===== src/rtl/i2c_slave_regs.sv =====
// ---------------------------------------------------------------------------
// i2c_slave_regs
//
// I2C slave that exposes a small file of 8-bit registers to a bus master.
// A write transaction carries a register pointer byte followed by any number
// of data bytes, which land in consecutive registers. A read transaction
// streams registers out starting at the current pointer. The pointer
// auto-increments and wraps modulo NREGS. It is kept across transactions.
// The local side sees every bus write as a strobe. It can also read any
// register combinationally.
//
// Parameters
//   SLAVE_ADDR : 7-bit bus address this block answers to
//   NREGS      : number of registers (power of two, 2..256)
//
// Ports
//   clk     in   system clock, at least 8x the SCL rate
//   resetn  in   asynchronous active-low reset
//   scl_i   in   raw SCL from the bus (asynchronous to clk)
//   sda_i   in   raw SDA from the bus (asynchronous to clk)
//   sda_oe  out  1 = pull SDA low, 0 = release (open drain)
//   busy    out  high from address match until STOP, START or mismatch
//   wr_stb  out  one-clk pulse per register written from the bus
//   wr_addr out  index of the last register written (valid with wr_stb)
//   wr_data out  data of the last register written (valid with wr_stb)
//   rd_addr in   local read index
//   rd_data out  register contents at rd_addr (combinational)
// ---------------------------------------------------------------------------
`timescale 1ns/1ps

module i2c_slave_regs #(
  parameter logic [6:0] SLAVE_ADDR = 7'h50,
  parameter int         NREGS      = 16,
  localparam int        PW         = $clog2(NREGS)
) (
  input  logic          clk,
  input  logic          resetn,
  input  logic          scl_i,
  input  logic          sda_i,
  output logic          sda_oe,
  output logic          busy,
  output logic          wr_stb,
  output logic [PW-1:0] wr_addr,
  output logic [7:0]    wr_data,
  input  logic [PW-1:0] rd_addr,
  output logic [7:0]    rd_data
);

  typedef enum logic [2:0] {
    IDLE, ADDR, ADDR_ACK, WR_BYTE, WR_ACK, RD_BYTE, RD_ACK, IGNORE
  } state_t;

  state_t        state_q, state_d;
  logic [3:0]    bitCnt_q, bitCnt_d;
  logic [7:0]    shift_q, shift_d;
  logic [PW-1:0] ptr_q, ptr_d;
  logic          ptrPending_q, ptrPending_d;
  logic          sdaOe_q, sdaOe_d;
  logic          busy_q, busy_d;
  logic          wrStb_q, wrStb_d;
  logic [PW-1:0] wrAddr_q, wrAddr_d;
  logic [7:0]    wrData_q, wrData_d;

  logic          sclMeta_q, sclSync_q, sclDly_q;
  logic          sdaMeta_q, sdaSync_q, sdaDly_q;

  logic [7:0]    regs_q [NREGS];
  logic          regWe;

  logic          sclRise, sclFall, startDet, stopDet;
  logic [7:0]    newByte;
  logic [PW-1:0] ptrInc;
  logic [7:0]    curRegByte, nextRegByte;

  // Two-flop synchronizers plus a delay flop so that edges can be seen on
  // clean signals. They reset to 1 because an idle bus is high on both lines.
  always_ff @(posedge clk or negedge resetn) begin
    if (!resetn) begin
      sclMeta_q <= 1'b1;
      sclSync_q <= 1'b1;
      sclDly_q  <= 1'b1;
      sdaMeta_q <= 1'b1;
      sdaSync_q <= 1'b1;
      sdaDly_q  <= 1'b1;
    end else begin
      sclMeta_q <= scl_i;
      sclSync_q <= sclMeta_q;
      sclDly_q  <= sclSync_q;
      sdaMeta_q <= sda_i;
      sdaSync_q <= sdaMeta_q;
      sdaDly_q  <= sdaSync_q;
    end
  end

  // START and STOP are SDA edges while SCL is stable high. Data edges only
  // happen while SCL is low, so these can never collide with a bit sample.
  assign sclRise  = sclSync_q & ~sclDly_q;
  assign sclFall  = ~sclSync_q & sclDly_q;
  assign startDet = sclSync_q & sclDly_q & sdaDly_q & ~sdaSync_q;
  assign stopDet  = sclSync_q & sclDly_q & ~sdaDly_q & sdaSync_q;

  assign newByte     = {shift_q[6:0], sdaSync_q};
  assign ptrInc      = ptr_q + PW'(1);
  assign curRegByte  = regs_q[ptr_q];
  assign nextRegByte = regs_q[ptrInc];

  // Protocol state and all bus-side registers.
  always_ff @(posedge clk or negedge resetn) begin
    if (!resetn) begin
      state_q      <= IDLE;
      bitCnt_q     <= '0;
      shift_q      <= '0;
      ptr_q        <= '0;
      ptrPending_q <= 1'b0;
      sdaOe_q      <= 1'b0;
      busy_q       <= 1'b0;
      wrStb_q      <= 1'b0;
      wrAddr_q     <= '0;
      wrData_q     <= '0;
    end else begin
      state_q      <= state_d;
      bitCnt_q     <= bitCnt_d;
      shift_q      <= shift_d;
      ptr_q        <= ptr_d;
      ptrPending_q <= ptrPending_d;
      sdaOe_q      <= sdaOe_d;
      busy_q       <= busy_d;
      wrStb_q      <= wrStb_d;
      wrAddr_q     <= wrAddr_d;
      wrData_q     <= wrData_d;
    end
  end

  // Register file. Bus writes always target the current pointer.
  always_ff @(posedge clk or negedge resetn) begin
    if (!resetn) begin
      for (int i = 0; i < NREGS; i++) begin
        regs_q[i] <= 8'h00;
      end
    end else if (regWe) begin
      regs_q[ptr_q] <= newByte;
    end
  end

  // Next-state logic. START and STOP override whatever the FSM is doing.
  // Slave-driven SDA changes only on SCL falls, so the master always sees
  // stable data while SCL is high. The ACK slot is opened on the fall after
  // the 8th bit and closed on the fall after the 9th.
  always_comb begin
    state_d      = state_q;
    bitCnt_d     = bitCnt_q;
    shift_d      = shift_q;
    ptr_d        = ptr_q;
    ptrPending_d = ptrPending_q;
    sdaOe_d      = sdaOe_q;
    busy_d       = busy_q;
    wrStb_d      = 1'b0;
    wrAddr_d     = wrAddr_q;
    wrData_d     = wrData_q;
    regWe        = 1'b0;

    if (startDet) begin
      state_d  = ADDR;
      bitCnt_d = '0;
      sdaOe_d  = 1'b0;
      busy_d   = 1'b0;
    end else if (stopDet) begin
      state_d = IDLE;
      sdaOe_d = 1'b0;
      busy_d  = 1'b0;
    end else begin
      case (state_q)
        IDLE: begin
        end

        ADDR: begin
          if (sclRise && bitCnt_q < 4'd8) begin
            shift_d  = newByte;
            bitCnt_d = bitCnt_q + 4'd1;
          end else if (sclFall && bitCnt_q == 4'd8) begin
            if (shift_q[7:1] == SLAVE_ADDR) begin
              sdaOe_d = 1'b1;
              busy_d  = 1'b1;
              state_d = ADDR_ACK;
            end else begin
              sdaOe_d = 1'b0;
              busy_d  = 1'b0;
              state_d = IGNORE;
            end
          end
        end

        // The shifter still holds the address byte; bit 0 is R/W.
        ADDR_ACK: begin
          if (sclFall) begin
            bitCnt_d = '0;
            if (shift_q[0]) begin
              shift_d = curRegByte;
              sdaOe_d = ~curRegByte[7];
              state_d = RD_BYTE;
            end else begin
              sdaOe_d      = 1'b0;
              ptrPending_d = 1'b1;
              state_d      = WR_BYTE;
            end
          end
        end

        // The first byte of a write sets the pointer; later bytes are data.
        WR_BYTE: begin
          if (sclRise && bitCnt_q < 4'd8) begin
            shift_d  = newByte;
            bitCnt_d = bitCnt_q + 4'd1;
            if (bitCnt_q == 4'd7) begin
              if (ptrPending_q) begin
                ptr_d        = newByte[PW-1:0];
                ptrPending_d = 1'b0;
              end else begin
                regWe    = 1'b1;
                wrStb_d  = 1'b1;
                wrAddr_d = ptr_q;
                wrData_d = newByte;
                ptr_d    = ptrInc;
              end
            end
          end else if (sclFall && bitCnt_q == 4'd8) begin
            sdaOe_d = 1'b1;
            state_d = WR_ACK;
          end
        end

        WR_ACK: begin
          if (sclFall) begin
            sdaOe_d  = 1'b0;
            bitCnt_d = '0;
            state_d  = WR_BYTE;
          end
        end

        // Bit 7 is already on the wire when this state is entered. Each
        // fall presents the next bit; the 8th fall hands SDA to the master.
        RD_BYTE: begin
          if (sclFall) begin
            if (bitCnt_q == 4'd7) begin
              sdaOe_d  = 1'b0;
              bitCnt_d = '0;
              state_d  = RD_ACK;
            end else begin
              shift_d  = {shift_q[6:0], 1'b0};
              sdaOe_d  = ~shift_q[6];
              bitCnt_d = bitCnt_q + 4'd1;
            end
          end
        end

        // Entered on a fall, so the next rise is the master's ACK bit.
        // After an ACK the only further event here is the fall that
        // starts the next byte.
        RD_ACK: begin
          if (sclRise) begin
            if (!sdaSync_q) begin
              ptr_d   = ptrInc;
              shift_d = nextRegByte;
            end else begin
              busy_d  = 1'b0;
              state_d = IGNORE;
            end
          end else if (sclFall) begin
            sdaOe_d  = ~shift_q[7];
            bitCnt_d = '0;
            state_d  = RD_BYTE;
          end
        end

        IGNORE: begin
          sdaOe_d = 1'b0;
          busy_d  = 1'b0;
        end

        default: begin
          state_d = IDLE;
          sdaOe_d = 1'b0;
          busy_d  = 1'b0;
        end
      endcase
    end
  end

  assign sda_oe  = sdaOe_q;
  assign busy    = busy_q;
  assign wr_stb  = wrStb_q;
  assign wr_addr = wrAddr_q;
  assign wr_data = wrData_q;
  assign rd_data = regs_q[rd_addr];

endmodule


===== config.mk =====
export PLATFORM = sky130hd
export DESIGN_NAME = i2c_slave_regs
export DESIGN_NICKNAME = d
export VERILOG_FILES = /design/src/rtl/i2c_slave_regs.sv
export SDC_FILE = /design/constraint.sdc
export NUM_CORES = 1
export LEC_CHECK = 0
export CORE_MARGIN = 2
export CORE_UTILIZATION = 40
export DETAILED_ROUTE_END_ITERATION = 10
export DONT_BUFFER_PORTS = 1
export PLACE_DENSITY_LB_ADDON = 0.2
export SETUP_SLACK_MARGIN = 0.5
export SLEW_MARGIN = 20
export SYNTH_ARGS = -nofsm -noshare
export SYNTH_HDL_FRONTEND = slang
export SYNTH_SLANG_ARGS = --single-unit

===== constraint.sdc =====
create_clock -name clk -period 3.15 [get_ports clk]
set_clock_uncertainty 0.05 [all_clocks]
set_input_delay 0.63 -clock clk [delete_from_list [all_inputs] [get_ports clk]]
set_output_delay 0.63 -clock clk [all_outputs]
set_load 0.05 [all_outputs]

==> results of run 1 <==
area by class of cell:
cell class | instances | area share, %
Multi-Input combinational cell | 491 | 48.8
Sequential cell | 169 | 36.2
Timing Repair Buffer | 81 | 5.89
Clock buffer | 19 | 3.78
Tap cell | 330 | 3.52
Clock inverter | 13 | 1.01
Inverter | 23 | 0.779
placed cells by master, fill, tap and decap left out, drive strengths merged, types with 9 or more instances in the layout:
master	netlist	final
a21oi	23	23
buf	34	80
clkbuf	26	20
dfrtp	163	163
ha	9	9
inv	23	26
mux2	142	142
mux2i	27	27
mux4	104	104
nand2	36	36
nor2	31	31
o21ai	19	19
o22ai	13	13
cells by family (layout without fill, tap and decap cells):
logic type | after synthesis | in the layout | synth area share (%)
flip-flops | 169 | 169 | 41.5
XOR/XNOR | 2 | 2 | 0.245
multiplexers | 273 | 273 | 41.3
adder cells (fa/ha/maj) | 9 | 9 | 1.10
buffers and inverters | 83 | 136 | 3.45
AO/OA/AOI/OAI | 89 | 89 | 5.54
AND/OR/NAND/NOR | 118 | 118 | 6.87
Yosys cell counts (13+ instances only):
cell / number / share of area, %
inv_1: 22 / 0.81
dfrtp_1: 163 / 40
o22ai_1: 13 / 0.80
mux2_2: 127 / 14
nor2_1: 30 / 1.1
buf_2: 26 / 1.3
mux4_2: 104 / 23
a21oi_1: 23 / 1.1
mux2_1: 15 / 1.7
o21ai_0: 19 / 0.93
clkbuf_1: 26 / 0.96
mux2i_1: 27 / 2.6
nand2_1: 19 / 0.70
repair_timing:
action	in CTS	in global routing
setup buffers	43	6
gates cloned	0	1
pin swaps	5	5
hold endpoints to repair	167	164
resized for setup	14	15
setup endpoints to repair	141	144
worst paths after layout:
kind,to,start,slack (ns)
max,rd_data[4],regs_q[4]$_DFFE_PN0P_,0.42
min,bitCnt_q[1]$_DFFE_PN0P_,resetn,-0.17
max reg2reg,shift_q[3]$_DFFE_PN0P_,ptr_q[0]$_DFFE_PN0P_,0.58
min reg2reg,sdaSync_q$_DFF_PN1_,sdaMeta_q$_DFF_PN1_,0.31
max in group asynchronous,regs_q[52]$_DFFE_PN0P_,resetn,2.91
min in group clk,sdaMeta_q$_DFF_PN1_,sda_i,0.14
report_power, final:
| part | leakage [nW] | switching (mW) | internal, mW |
|---|---|---|---|
| Sequential | 2.30 | 0.305 | 2.31 |
| Combinational | 2.78 | 1.94 | 1.47 |
| Clock | 0.266 | 0.933 | 1.11 |
critical path, stage by stage, from the launching register on:
cell and delay, ns:
dfrtp_1 0.42, mux4_2 0.52, mux4_2 0.68
layer usage:
metal,GRT usage (%),vias to the layer above
met1,29.4,3689
met5,0,-
met2,39.5,249
met4,8.77,0
li1,-,2956
met3,4.22,59
registers in the layout, summed over array words and instances (netlist names), 3 cells and up:
signal / cells
bitCnt_q: 4
shift_q: 8
wr_addr: 4
ptr_q: 4
regs_q: 128
state_q: 3
wr_data: 8
==> results.txt, run 1 <==
Synthesis produced a netlist with a net count of 760. Timing would allow up to 366 MHz. The number of max-slew violations in the final report is 0, and the post-route met1 wirelength is 12000 µm. The logs give 14900 µm for the wire length on met2 and 5.34 nW for the static power due to leakage. Most used flip-flop cell after synthesis: dfrtp_1. At the end of the flow the core is filled with cells to 46.7%.

The run gives 1044 as the total placed cells including tap cells. The worst setup path is launched from a flop. Power spread over the standard cell area amounts to 689 nW/µm². The final critical path takes up 86.7% of the cycle. The worst setup timing slack at the placement stage came out at 0.204 ns. The worst-case IR drop observed on VDD is 0.000492 V. The run gives 0 as the count of max-cap constraint violations. The via count of the first global-routing pass is 7212, and the final hold slack is -0.165 ns. In this run the core area contains 58 standard-cell rows.

At the pin with the least slew margin, the transition time is 0.815 ns. After the first detailed-routing iteration, the DRC count stood at 561. The worst hold path belongs to the class in -> async. No sink is reached through more buffers than the 2 on the longest clock path. In the final timing run, aggregate negative setup slack is 0 ns.

The initial cell density of the core came out at 40.6%. The post-detailed-route via-to-cell ratio works out to 6.17. The number of design rule violations left after detail routing is 0. From synthesis to final layout, the design area changed by 14.9%. The region available for standard cell placement spans 25100 µm².

The net count of the finished layout is 800. TritonCTS built the clock tree. The floorplan step defined a die boundary enclosing 26800 µm².

The first global-routing pass estimated 45600 µm of wire. The run gives 0.43 ns as the worst-skew pair later-pin latency. The combined area of all synthesized cells is 10200 µm². Critical-path maximum fanout: 4. The flow ran to the end, but the final reports show violations.

The cell chosen for the clock root is clkbuf_16. The final number of hold-violating endpoints was 163. The worst setup path is of the reg -> out kind.

Entering global routing, the biggest net connects 170 pins. For this run, the register share of the synthesized area comes to 41.5%. Synthesis instantiated 55 different standard cells from the library. The routability congestion estimate came out at 0.829.

Register bit total from synthesis: 169. The worst path arrival time is 2.05 ns, and the number of warnings printed during yosys synthesis is 0. The initial antenna violation count was 0. The tools report the I/O pin count as 31.

Floorplan die height: 164 µm. In this run the number of H-tree levels came out at 4. Fill cells in the final layout number 2282. Headroom to the max-slew limit came out at 45.6%. The routed length per placed instance was 26.3 µm; the total via count after detailed routing was 6953. The logs give 1790 µm for the met3 wire length and 1126 for the final non-filler cell total. The number of nets with antenna violations after detailed routing was 0; the final critical path time including I/O delays and setup was 2.73 ns. The HPWL reported at the end of detailed placement is 18500 µm. The number of iterations in the first detailed-routing pass is 5. Across all setup checks in the final design, the least slack found is 0.418 ns. 0 antenna diodes ended up in the layout.

Average footprint of a synthesized cell: 13.7 µm². The checks that failed: negative hold slack. The final layout contains routed wiring with a total length of 29700 µm.

The run gives 8.08 mW as the overall power after layout. Across the whole layout, storage elements account for 4240 µm². The highest metal layer with signal wires is met4. The worst setup path is captured at a primary output.

The tools report the final global-route overflow total as 0. The multi-input combinational cells in the finished layout cover a total of 5730 µm². For this run, asynchronously set or reset flops after synthesis account for 100%. The overall global routing resource usage was 23.1%. The clock-pin slew of the registers on the worst-case setup and hold paths works out to 0.07 ns.

The clock drives 169 sinks. The fraction of layout cells with a size suffix above 1 is 49.0%, and the final setup violation count is 0. The number of synthesized flops with an enable pin came out at 0. Setup repair after global routing could not meet its margin everywhere.

Summing all non-filler instances in the final layout gives an area of 11700 µm². The die is 164 µm wide. Synthesis handed over a netlist of 743 instances. For the total clock buffers created by CTS, the log shows 17. Critical path data required time: 2.47 ns.

Measured in cells, the most critical reg-to-reg path has a length of 9. During placement, the flow inserted port buffers numbering 0. Summing all placed instances gives a cell area of 10600 µm².
Power figures use the tool's default switching activity.
==> run 2: changes to the inputs <==
--- a/config.mk
+++ b/config.mk
@@ -5,10 +5,13 @@
 export SDC_FILE = /design/constraint.sdc
 export NUM_CORES = 1
 export LEC_CHECK = 0
+export CORE_ASPECT_RATIO = 0.8
 export CORE_MARGIN = 2
 export CORE_UTILIZATION = 40
+export CTS_BUF_LIST = sky130_fd_sc_hd__clkbuf_4 sky130_fd_sc_hd__clkbuf_8
 export DETAILED_ROUTE_END_ITERATION = 10
 export DONT_BUFFER_PORTS = 1
+export GPL_TIMING_DRIVEN = 0
 export PLACE_DENSITY_LB_ADDON = 0.2
 export SETUP_SLACK_MARGIN = 0.5
 export SLEW_MARGIN = 20
==> run 2 against run 1 <==
Against the previous run: the flow still finishes with violations (negative hold slack); flip-flop and latch count unchanged; die area barely moved; sequential power fell by 6%; final cell count up 0.71%; global-route usage is 1.2 points higher; via count up 3.9%; highest routed layer unchanged.
==> results.txt, run 2 (synthesis gave the netlist of run 1 again) <==
The run finished, with violations left. The checks that failed: negative hold slack. The ratio of final minimum period to clock period was 93.1% (+6.4 points); the initial antenna violation count was 0 (unchanged).

TritonCTS built the clock tree. The tools report the static power due to leakage as 5.29 nW (-0.88%). The clock-pin slew of the registers on the worst-case setup and hold paths was 0.11 ns (+0.04 ns); the number of nets with antenna violations after detailed routing was 0 (unchanged).

The first-pass GRT wire length is 47400 µm (+3.9%), and the critical-path maximum fanout is 4 (unchanged). Number of design rule violations left after detail routing: 0 (unchanged). The area growth from synthesis to layout is 15.1%. By startpoint and endpoint, the worst setup path is classified as reg -> reg. The fraction of layout cells with a size suffix above 1 was 46.8% (-2.2 points); the total of fill cells in the finished design was 2165 (-5.1%). The register bank with the most flops was regs_q. CTS placed an instance of clkbuf_8 at the clock tree root. The overall global routing resource usage is 24.4% (+1.2 points). The tools report the footprint of the flip-flops and latches as 4240 µm² (about the same). Die width: 183 µm (+12%). The count of max-cap constraint violations was 0 (unchanged). The library cells used most frequently in the layout, excluding fill and tap cells, are dfrtp_1 (162), mux2_2 (127), mux4_2 (104).

Number of nets in the final layout: 814 (+1.8%). The count of input and output buffers is 0 (unchanged). For the worst max-slew margin expressed relative to the limit, the log shows 45.7% (+0.084 points). The final setup violation count was 0 (unchanged); the final wirelength was 31300 µm (+5.7%). The final hold slack was -0.210 ns (-0.0443 ns). The logs give 170 (unchanged) for the maximum number of pins on one net before global-route repair and 893 (+59%) for the starting DRC count in detailed routing. The flip-flop count of the largest register, all copies and words added was 128 (unchanged). The final non-filler cell total came out at 1134 (+0.71%).

The worst setup path is launched from a flop. The run gives 0 ns (unchanged) as the final sum of negative setup slack. The maximum cell stage delay along the critical path is 0.56 ns (-0.12 ns).

The run gives 33.3% (-6.2 points) as the fraction of met2 tracks used by global routing. The power density relative to cell area was 707 nW/µm² (+2.5%); the maximum root-to-sink buffer count was 2 (unchanged). The run gives 169 (unchanged) as the clock sink count. The post-detailed-route via-to-cell ratio was 6.37 (+3.2%). The switching power total is 3.47 mW (+9.3%).

The number of iterations in the first detailed-routing pass was 5 (unchanged); the initial cell density of the core was 40.5% (-0.11 points). The total clock buffers created by CTS came out at 17 (unchanged). The routability congestion estimate is 0.919 (+11%).

The total via count after detailed routing came out at 7223 (+3.9%). The final number of hold-violating endpoints was 169 (+3.7%). Row count: 52 (-10%).

After global routing, the most crowded layer is met1. Most common library cell in the layout ignoring fill and taps: dfrtp_1. The worst setup path is captured at a flop.

The critical path goes through buf_8 > buf_12 > buf_12 > inv_8 > ha_4 > buf_8 > buf_6 > buf_6 > mux4_2 > mux2i_2 > o22ai_2 > a2111oi_2 > a21oi_1. The run gives 18.9% (-6.5 points) as the clock share of power. The proportion of power drawn by flip-flops and latches was 29.7% (-2.7 points).

The worst path arrival time was 3.24 ns (+1.19 ns). The transition at the pin with the smallest max-transition slack was 0.814 ns (-0.00125 ns); the die outline area was 26800 µm² (about the same). The combinational fraction of design power is 51.5% (+9.3 points). The fmax was 341 MHz (-6.9%).

The slowest cell on the critical path was mux4_2. The logs give 4.83 mW (-1.6%) for the internal power consumption and 21400 µm (+16%) for the HPWL reported at the end of detailed placement. Routed length per placed instance: 27.6 µm (+4.9%). Setup repair after global routing could not meet its margin everywhere.

The total placed cells including tap cells is 1067 (+2.2%). The logs give 9.22% (+5.0 points) for the global routing met3 resource utilization and 31 (unchanged) for the I/O pin count. The run gives 35.7% (+6.2 points) as the met1 global-route usage. The CTS H-tree depth came out at 4 (unchanged).

For the final global-route overflow total, the log shows 0 (unchanged). The switching share of power is 41.8% (+2.5 points), and the floorplan die height is 147 µm (-10%). The critical path data required time came out at 3.46 ns (+0.99 ns). The post-route standard cell area excluding fillers came out at 11700 µm² (+0.15%). The tools report the via count of the first global-routing pass as 7260 (+0.67%).

The run gives 0.48 ns (+0.05 ns) as the worst-skew pair later-pin latency. The run gives 0 (unchanged) as the antenna diode count. The core area came out at 25200 µm² (+0.28%).

The number of max-slew violations in the final report is 0 (unchanged). The combined area of the multi-input logic cells was 5770 µm² (+0.72%). The maximum vdd ir drop is 0.000350 V (-29%), and the post-placement cell area is 10800 µm² (+1.1%). The final critical path time including I/O delays and setup is 2.93 ns (+0.202 ns). The type of the worst min-delay path is in -> async.
-- run 2: power by group through the flow --
stage	sequential, mW	combinational (mW)	clock (mW)
5_1_grt	2.48	4.51	1.68
3_5_place_dp	2.50	3.35	0
4_1_cts	2.46	4.07	1.59
3_3_place_gp	2.50	3.32	0
6_report	2.46	4.27	1.56
2_1_floorplan	2.46	2.44	0
-- run 2: final cells by class --
cell class / instances / area share (%)
multi-input cells: 491 / 49.1
flip-flops and latches: 169 / 36.1
plain buffers: 60 / 4.03
well taps: 324 / 3.45
repair buffers: 35 / 3.26
clock buffers: 18 / 2.06
clock inverters: 14 / 1.17
inverters: 23 / 0.821
-- run 2: layer usage --
metal	wire length, µm	vias up
met5	0	-
met4	652	0
met3	3840	53
met2	13200	431
met1	13600	3749
li1	-	2990
-- run 2: stage by stage --
| step | setup WS [ns] | power [mW] | utilization (%) |
|---|---|---|---|
| global placement | -0.209 | 5.82 | 42.7 |
| global route | 0.130 | 8.67 | 46.6 |
| finish | 0.217 | 8.30 | 46.6 |
| detailed placement | -0.223 | 5.86 | 42.7 |
| floorplan | 0.457 | 4.90 | - |
| CTS | 0.278 | 8.12 | 46.1 |
-- run 2: worst paths after layout --
check / cells after the start / startpoint / slack [ns] / endpoint
worst max-delay path: 13 / ptr_q[1]$_DFFE_PN0P_ / 0.22 / shift_q[4]$_DFFE_PN0P_
worst min-delay path: 0 / resetn / -0.21 / bitCnt_q[1]$_DFFE_PN0P_
worst max register to register: 13 / ptr_q[1]$_DFFE_PN0P_ / 0.22 / shift_q[4]$_DFFE_PN0P_
worst min register to register: 0 / sdaMeta_q$_DFF_PN1_ / 0.32 / sdaSync_q$_DFF_PN1_
max in group asynchronous: 0 / resetn / 2.94 / shift_q[4]$_DFFE_PN0P_
min in group clk: 0 / scl_i / 0.08 / sclMeta_q$_DFF_PN1_
-- run 2: critical path: cells and delay by family, from the launching register on --
| family | cells | cell delay (ns) |
|---|---|---|
| mux | 2 | 0.74 |
| buf+inv | 7 | 0.69 |
| compound gates | 3 | 0.62 |
| flops | 1 | 0.40 |
| fa+ha+maj | 1 | 0.29 |
-- run 2: timing repair --
| action | 4_1_cts | 5_1_grt |
|---|---|---|
| pin swaps | 10 | 7 |
| gates resized for setup | 46 | 17 |
| setup buffers | 24 | 8 |
| cloned | 3 | 0 |
| endpoints found under the setup margin | 145 | 104 |
| endpoints found under the hold margin | 169 | 169 |
